**src/rtl/uart_tx_fifo_drain_pkg.sv**
```systemverilog
// Shared definitions for the UART FIFO-drain transmitter and its matching receiver:
// FSM state encoding and baud divider arithmetic.
package uart_tx_fifo_drain_pkg;

  typedef enum logic [2:0] {
    IDLE  = 3'd0,
    LOAD  = 3'd1,
    START = 3'd2,
    DATA  = 3'd3,
    STOP  = 3'd4
  } tx_state_e;

  localparam int unsigned DEF_CLK_FREQ   = 100_000_000;
  localparam int unsigned DEF_BAUD       = 9600;
  localparam int unsigned DEF_OVERSAMPLE = 16;

  // Clocks per oversample tick, integer-truncated.
  function automatic int unsigned baud_div(input int unsigned clk_freq,
                                           input int unsigned baud,
                                           input int unsigned oversample);
    return clk_freq / (baud * oversample);
  endfunction

  // Counter width able to hold 0..n-1, never narrower than one bit.
  function automatic int unsigned cnt_width(input int unsigned n);
    return (n > 1) ? $clog2(n) : 1;
  endfunction

endpackage

```
**src/rtl/uart_tx_fifo_drain_if.sv**
```systemverilog
// FIFO read port as seen by the drain engine: the drain is the master that pops,
// the FIFO is the slave that presents its head word and empty flag.
interface uart_tx_fifo_drain_if;
  logic       fifo_empty;
  logic [7:0] fifo_rdata;
  logic       fifo_rd;

  modport master (input fifo_empty, input fifo_rdata, output fifo_rd);
  modport slave  (output fifo_empty, output fifo_rdata, input fifo_rd);
endinterface

```
**src/rtl/uart_tx_fifo_drain_baud_tick_gen.sv**
```systemverilog
// Oversample tick generator: counts 0..DIV-1 and pulses tick for one clk at DIV-1.
// clear holds the count at zero so the following bit starts on a fresh period.
module baud_tick_gen
  import uart_tx_fifo_drain_pkg::*;
#(
  parameter int unsigned CLK_FREQ   = DEF_CLK_FREQ,
  parameter int unsigned BAUD       = DEF_BAUD,
  parameter int unsigned OVERSAMPLE = DEF_OVERSAMPLE
) (
  input  logic clk,
  input  logic reset,
  input  logic clear,
  output logic tick
);

  localparam int unsigned   DIV      = baud_div(CLK_FREQ, BAUD, OVERSAMPLE);
  localparam int unsigned   DW       = cnt_width(DIV);
  localparam logic [DW-1:0] DIV_LAST = DW'(DIV - 1);

  logic [DW-1:0] div_cnt;

  // NOTE: sequential state uses non-blocking assignments so every flop samples pre-edge values.
  always_ff @(posedge clk or posedge reset) begin
    if (reset) begin
      div_cnt <= '0;
    end else if (clear || div_cnt == DIV_LAST) begin
      div_cnt <= '0;
    end else begin
      div_cnt <= div_cnt + 1'b1;
    end
  end

  assign tick = (div_cnt == DIV_LAST) && !clear;

endmodule

```
**src/rtl/uart_tx_fifo_drain.sv**
```systemverilog
// Pops bytes from the FIFO while it is non-empty and sends each as an 8N1 frame, LSB first,
// with frames back to back separated only by the one-clk LOAD cycle.
module uart_tx_fifo_drain
  import uart_tx_fifo_drain_pkg::*;
#(
  parameter int unsigned CLK_FREQ   = DEF_CLK_FREQ,
  parameter int unsigned BAUD       = DEF_BAUD,
  parameter int unsigned OVERSAMPLE = DEF_OVERSAMPLE
) (
  input  logic                        clk,
  input  logic                        reset,
  uart_tx_fifo_drain_if.master        fifo,
  output logic                        tx,
  output logic                        tx_busy,
  output logic                        tx_done
);

  localparam int unsigned   TW        = cnt_width(OVERSAMPLE);
  localparam logic [TW-1:0] TICK_LAST = TW'(OVERSAMPLE - 1);

  tx_state_e     state, state_nxt;
  logic [7:0]    shift_q;
  logic [2:0]    bit_cnt;
  logic [TW-1:0] tick_cnt;
  logic          tick;
  logic          baud_clear;
  logic          bit_end;

  // Divider is held in IDLE/LOAD so the start bit begins a full period.
  assign baud_clear = (state == IDLE) || (state == LOAD);
  assign bit_end    = tick && (tick_cnt == TICK_LAST);

  baud_tick_gen #(
    .CLK_FREQ  (CLK_FREQ),
    .BAUD      (BAUD),
    .OVERSAMPLE(OVERSAMPLE)
  ) u_baud_tick_gen (
    .clk  (clk),
    .reset(reset),
    .clear(baud_clear),
    .tick (tick)
  );

  always_ff @(posedge clk or posedge reset) begin
    if (reset) begin
      state <= IDLE;
    end else begin
      state <= state_nxt;
    end
  end

  // NOTE: default assignments first keep combinational blocks free of inferred latches.
  always_comb begin
    state_nxt = state;
    case (state)
      IDLE:    if (!fifo.fifo_empty) state_nxt = LOAD;
      LOAD:    state_nxt = START;
      START:   if (bit_end) state_nxt = DATA;
      DATA:    if (bit_end && bit_cnt == 3'd7) state_nxt = STOP;
      STOP:    if (bit_end) state_nxt = fifo.fifo_empty ? IDLE : LOAD;
      default: state_nxt = IDLE;
    endcase
  end

  always_comb begin
    tx           = 1'b1;
    fifo.fifo_rd = 1'b0;
    tx_busy      = 1'b1;
    tx_done      = 1'b0;
    case (state)
      IDLE:    tx_busy = 1'b0;
      LOAD:    fifo.fifo_rd = 1'b1;
      START:   tx = 1'b0;
      DATA:    tx = shift_q[0];
      STOP:    tx_done = bit_end;
      default: tx_busy = 1'b0;
    endcase
  end

  // Tick counter wraps exactly at each bit boundary, so it is zero on every state entry.
  always_ff @(posedge clk or posedge reset) begin
    if (reset) begin
      tick_cnt <= '0;
    end else if (baud_clear) begin
      tick_cnt <= '0;
    end else if (tick) begin
      tick_cnt <= (tick_cnt == TICK_LAST) ? '0 : tick_cnt + 1'b1;
    end
  end

  // The byte is captured only in LOAD; the FIFO port is ignored for the rest of the frame.
  always_ff @(posedge clk or posedge reset) begin
    if (reset) begin
      shift_q <= '0;
      bit_cnt <= '0;
    end else begin
      case (state)
        LOAD:  shift_q <= fifo.fifo_rdata;
        START: bit_cnt <= '0;
        DATA: begin
          if (bit_end) begin
            shift_q <= {1'b0, shift_q[7:1]};
            if (bit_cnt != 3'd7) bit_cnt <= bit_cnt + 3'd1;
          end
        end
        default: ;
      endcase
    end
  end

endmodule

```
**src/flat_wrapper.sv**
```systemverilog
// flat-port wrapper written by rule: the top's interface ports become plain ports
module uart_tx_fifo_drain_flat import uart_tx_fifo_drain_pkg::*;
#(
  parameter int unsigned CLK_FREQ   = DEF_CLK_FREQ,
  parameter int unsigned BAUD       = DEF_BAUD,
  parameter int unsigned OVERSAMPLE = DEF_OVERSAMPLE
)
  (clk, reset, tx, tx_busy, tx_done, fifo_fifo_empty, fifo_fifo_rdata, fifo_fifo_rd);
  uart_tx_fifo_drain_if fifo_i ();
  input  logic clk;
  input  logic reset;
  output logic tx;
  output logic tx_busy;
  output logic tx_done;
  input wire logic [$bits(fifo_i.fifo_empty)-1:0] fifo_fifo_empty;
  input wire logic [$bits(fifo_i.fifo_rdata)-1:0] fifo_fifo_rdata;
  output wire logic [$bits(fifo_i.fifo_rd)-1:0] fifo_fifo_rd;
  assign fifo_i.fifo_empty = fifo_fifo_empty;
  assign fifo_i.fifo_rdata = fifo_fifo_rdata;
  assign fifo_fifo_rd = fifo_i.fifo_rd;
  uart_tx_fifo_drain #(.CLK_FREQ(CLK_FREQ), .BAUD(BAUD), .OVERSAMPLE(OVERSAMPLE)) u_core (.clk(clk), .reset(reset), .fifo(fifo_i), .tx(tx), .tx_busy(tx_busy), .tx_done(tx_done));
endmodule
```
**config.mk**
```make
export PLATFORM = sky130hd
export DESIGN_NAME = uart_tx_fifo_drain_flat
export DESIGN_NICKNAME = d
export VERILOG_FILES = /design/src/rtl/uart_tx_fifo_drain_pkg.sv /design/src/rtl/uart_tx_fifo_drain_if.sv /design/src/rtl/uart_tx_fifo_drain_baud_tick_gen.sv /design/src/rtl/uart_tx_fifo_drain.sv /design/src/flat_wrapper.sv
export SDC_FILE = /design/constraint.sdc
export NUM_CORES = 1
export LEC_CHECK = 0
export BUFFER_PORTS_ARGS = -buffer_cell sky130_fd_sc_hd__buf_2
export CORE_MARGIN = 4
export CORE_UTILIZATION = 58
export DETAILED_ROUTE_END_ITERATION = 12
export PLACE_DENSITY_LB_ADDON = 0.3
export SYNTH_ARGS = -nofsm -noshare
export SYNTH_HDL_FRONTEND = slang
export SYNTH_SLANG_ARGS = --single-unit
```
**constraint.sdc**
```tcl
create_clock -name clk -period 2.3 [get_ports clk]
set_input_delay 0.46 -clock clk [delete_from_list [all_inputs] [get_ports clk]]
set_output_delay 0.46 -clock clk [all_outputs]
set_load 0.05 [all_outputs]
```
* Word level (Yosys, flattened, before mapping)
Index checks and enable logic that the tools add are counted.
Storage, ports and cells: register bits 28, logic and storage cells 55, input port bits 11, output and inout bits 4
Operators by class: reductions and logical operators 14, eq/ne operators 14, $add $sub $neg 3, mux-type cells 19
Operators by type and width (number):
- $mux 3 | 6
- $pmux 8 s2 | 1
- $pmux 3 s5 | 1
- $mux 4 | 3
- $add 10x1->10 const B | 1
- $eq 10x10->1 const B | 1
- $mux 10 | 1
- $ne 2x1->1 const B | 5
- $mux 8 | 1
- $eq 3x2->1 const B | 2
- $eq 3x3->1 const B | 2
- $pmux 3 s2 | 1
- $reduce_bool 2->1 | 3
- $add 4x1->4 const B | 1
- $eq 4x4->1 const B | 1
- $mux 1 | 4
- $reduce_and 4->1 | 1
- $reduce_or 4->1 | 1
- $add 3x1->3 const B | 1
- $eq 3x1->1 const B | 1
- $logic_and 1x1->1 | 3
- $logic_not 3->1 | 1
- $ne 3x3->1 const B | 1
- $reduce_and 3->1 | 1
- 5 further kinds | 6

* Depth between registers and ports, before layout
depth in word-level cells 8, depth in mapped cells 8, depth with buffers taken out 7

* Modules after synthesis
Synthesis repeated with hierarchy kept, for this count alone.
Unflattened totals: cell total of the unflattened synthesis 153, area total of the unflattened synthesis 1524.0 um^2
By module, submodules not included:
- uart_tx_fifo_drain | area an instance 1001.0 um^2, sequential area each 450.4 um^2, cells each 100, times used 1
- baud_tick_gen | area an instance 523.0 um^2, sequential area each 250.2 um^2, cells each 53, times used 1

* Worst setup path before layout
Ideal clock, no wire load.
path type register to output, start register u_core.tick_cnt[0], end output tx_done, stages on the path, launching flop included 6, path buffers 0, slack 0.124 ns, arrival time 1.716 ns, cells stage by stage dfrtp_1 ha_1 and3_1 and2_4 nand4b_4 nor2_1
Between the ends: cells in the longest elaborated chain, start to end 3
RTL lines:
- from (decl) | RTL line uart_tx_fifo_drain.sv:24 | logic [TW-1:0] tick_cnt;
- from (signal assigned) | RTL line uart_tx_fifo_drain.sv:87 | tick_cnt <= (tick_cnt == TICK_LAST) ? '0 : tick_cnt + 1'b1;
- $eq 4x4->1 | RTL line uart_tx_fifo_drain.sv:31 | assign bit_end = tick && (tick_cnt == TICK_LAST);
- $logic_and 1x1->1 | RTL line uart_tx_fifo_drain.sv:31
- $mux 1 | RTL line uart_tx_fifo_drain.sv:70 | case (state)
- to (decl) | RTL line flat_wrapper.sv:14 | output logic tx_done;
No other way between the ends.

* Worst setup path in the final report
start register u_core.tick_cnt[1], end output tx_done
Same word-level chain as after synthesis.

==> impl_metrics.csv <==
group,metric,value,unit
final_layout,final_nets,204,
clock_network,cts_buffers,3,
yosys,yosysTopAreaCell,"dfrtp_1",
global_route,grt_pass1_wl,5.54,mm
yosys,ys_seq_area_frac,0.450,
route,drc,0,
global_route,antenna_found_initial,0,
critical_path,worst_r2r_path_depth,8,
yosys,synth-edff-count,0,
critical_path,r2r_start,"u_core.u_baud_tick_gen.div_cnt[0]$_DFF_PP0_",
final_layout,drive_above_1_share,0.225,
final_layout,fin_util,0.695,
critical_path,crit_type,"reg -> out",
sta,layout_min_cycle_time,2.20,ns
critical_path,cp.arrival,1.74,ns
route,drt_iter0_drc,65,
yosys,ys.flop_type,"dfrtp_1",
global_route,grt_pass1_vias,1224,
clock_network,clkSinkCount,28,
power,peakVddDrop,0.486,mV
global_route,grt_start_max_net_pins,29,
sta,drv_slew,0,
floorplanning,start_util,0.618,
yosys,synthCells,170,
yosys,synth-seq-cells,28,
sta,finalSetupViolations,0,
yosys,postSynthAreaPerCell,9.16,um^2
clock_network,cts_tree,"built",
power,p_per_area,744,nW/um^2
place,place_congestion,0.759,
critical_path,required,1.84,ns
floorplanning,ios,15,
global_route,overflow,0,
sta,timing.final.crit_share,0.958,
yosys,synth_area_leaders,"dfrtp_1 45%, nor2_1 7.2%, nor3_1 5.5%, o221a_2 5.1%, ha_1 4.0%",
job,maxCapViolCount,0,
clock_network,clk_pin_slew,0.16,ns
final_layout,syn2layout_area_growth,12.5,%
yosys,synthArstFlopShare,1.00,
floorplanning,placementRows,18,
sta,fmax,454,MHz
critical_path,crit_path_end_kind,"output pin",
final_layout,fillCellCount,200,
floorplanning,die_h,59.8,um
clock_network,clock_tree.root_cell,"clkbuf_4",
clock_network,cts_max_level,1,
clock_network,clock_latency,0.33,ns
worst_hold_path,hold_class,"in -> async",
critical_path,r2r-end,"u_core.state[0]$_DFFE_PP0P_",
final_layout,fin_cells,217,
yosys,synth_common_cells,"30 x nor2_1, 28 x dfrtp_1, 17 x nor3_1, 14 x nand2_1, 11 x o21ai_0",
route,dr.pass1.iters,4,
place,io_buffers,14,
route,detail-route-antenna-nets,0,
sta,max-slew-margin-rel,0.530,
route,wl,3.13,mm
route,routedWlPerCell,14.4,um
yosys,synth.distinct_cells,35,
final_layout,num_antenna_cells,0,
floorplanning,die_w,59.8,um
route,via_per_inst,6.10,
yosys,synth.cell_area,1560,um^2
floorplanning,coreArea,2520,um^2
critical_path,crit_fanout,6,
yosys,yosysMostFrequentCell,"nor2_1",
place,dp_hpwl,2.19,mm
critical_path,setup.worst_path.start_class,"flip-flop",
clock_network,clock_path_buffers,2,
global_route,grt_use_total,0.200,
yosys,synth_warnings,0,
yosys,syn_nets,186,
sta,worst_slack,0.0973,ns
yosys,synth_top_area_frac,0.450,
route,via_count,1324,
outcome,run_status,"completed",
sta,worst_pin_slew,0.700,ns
place,dp_slack,0.328,ns
power,p_leak,0.834,nW
sta,fin_skew,0.00848,ns
place,dpl.cell_count,210,
floorplanning,die-area,3580,um^2
critical_path,reg2reg_slack,0.25,ns
sta,final_hold_viol_count,0,
==> power breakdown <==
part / switching [mW] / internal [mW]
Clock: 0.149 / 0.176
Combinational: 0.165 / 0.139
Sequential: 0.108 / 0.565
Total: 0.423 / 0.880
==> critical path: stages, from the launching register on <==
cell and delay (ns):
dfrtp_1 0.41, ha_2 0.21, and3_4 0.20, and2_4 0.15
nand4b_4 0.14, nor2_2 0.12, buf_6 0.16
==> kinds of logic (layout without fill, tap and decap cells) <==
group           after synthesis  count (layout)  share of synthesized area
compound gates               27              27                      0.125
xor+xnor                     10              10                     0.0562
fa+ha+maj                     5               5                     0.0402
buf+inv                      11              28                     0.0273
flops                        28              28                      0.450
mux                           1               1                    0.00643
simple gates                 88              88                      0.296
==> per-layer routing <==
| metal | global-route usage | vias up | part of all wire | wire length, um |
|---|---|---|---|---|
| li1 | - | 635 | - | - |
| met1 | 0.252 | 652 | 0.43 | 1350 |
| met2 | 0.350 | 33 | 0.51 | 1600 |
| met3 | 0.0259 | 4 | 0.041 | 128 |
| met4 | 0.0633 | 0 | 0.013 | 42 |
| met5 | 0 | - | 0 | 0 |
==> cell type report <==
type                            instances  area (um^2)  area share
Multi-Input combinational cell        131          825       0.470
Tap cell                               30         37.5      0.0214
Inverter                                4         15.0     0.00857
Clock buffer                            3         22.5      0.0128
Timing Repair Buffer                   20          121      0.0692
Clock inverter                          1         30.0      0.0171
Sequential cell                        28          702       0.400
==> through the flow <==
step / power (mW) / hold slack [ns] / setup TNS, ns / cell area [um^2]
6_report: 1.30 / 0.146 / 0 / 1750
2_1_floorplan: 0.890 / 0.467 / 0 / 1560
5_1_grt: 1.39 / 0.168 / -0.0165 / 1750
4_1_cts: 1.31 / 0.161 / 0 / 1730
3_3_place_gp: 0.955 / 0.481 / 0 / 1660
3_5_place_dp: 0.975 / 0.509 / 0 / 1660
==> state kept, by name, indices dropped and copies added (netlist names) <==
register and cells:
u_core.tick_cnt 4, u_core.state 3, u_core.u_baud_tick_gen.div_cnt 10, u_core.bit_cnt 3
u_core.shift_q 8
==> placed cells by master (no fill, tap or decap), types with 2 or more instances in the layout <==
cell and instances:
a21oi_1 3, and3_1 2, buf_2 13, buf_4 6, clkbuf_4 3, dfrtp_1 27, ha_1 4, inv_1 4
nand2_1 14, nand3_1 8, nand4_1 5, nor2_1 29, nor3_1 17, o21ai_0 11, o221a_2 7, xnor2_1 6
xor2_1 4
==> what timing repair did <==
| action | 4_1_cts | 5_1_grt |
|---|---|---|
| resized for setup | 1 | 5 |
| setup buffers | 2 | 1 |
| endpoints found under the hold margin | 0 | 0 |
| gates cloned | 0 | 0 |
| hold buffers | 0 | 0 |
| endpoints found under the setup margin | 1 | 2 |
==> worst max-delay path by stage <==
| stage | from | end | slack [ns] |
|---|---|---|---|
| 3_5_place_dp | u_core.tick_cnt[0]$_DFFE_PP0P_ | tx_done | 0.33 |
| 5_1_grt | u_core.tick_cnt[1]$_DFFE_PP0P_ | tx_done | -0.01 |
| 4_1_cts | u_core.tick_cnt[1]$_DFFE_PP0P_ | tx_done | 0.003 |
| 2_1_floorplan | u_core.tick_cnt[0]$_DFFE_PP0P_ | tx_done | 0.12 |
| 3_3_place_gp | u_core.tick_cnt[0]$_DFFE_PP0P_ | tx_done | 0.38 |
| 6_report | u_core.tick_cnt[1]$_DFFE_PP0P_ | tx_done | 0.1 |
No activity file was read; power rests on OpenSTA's default activity.
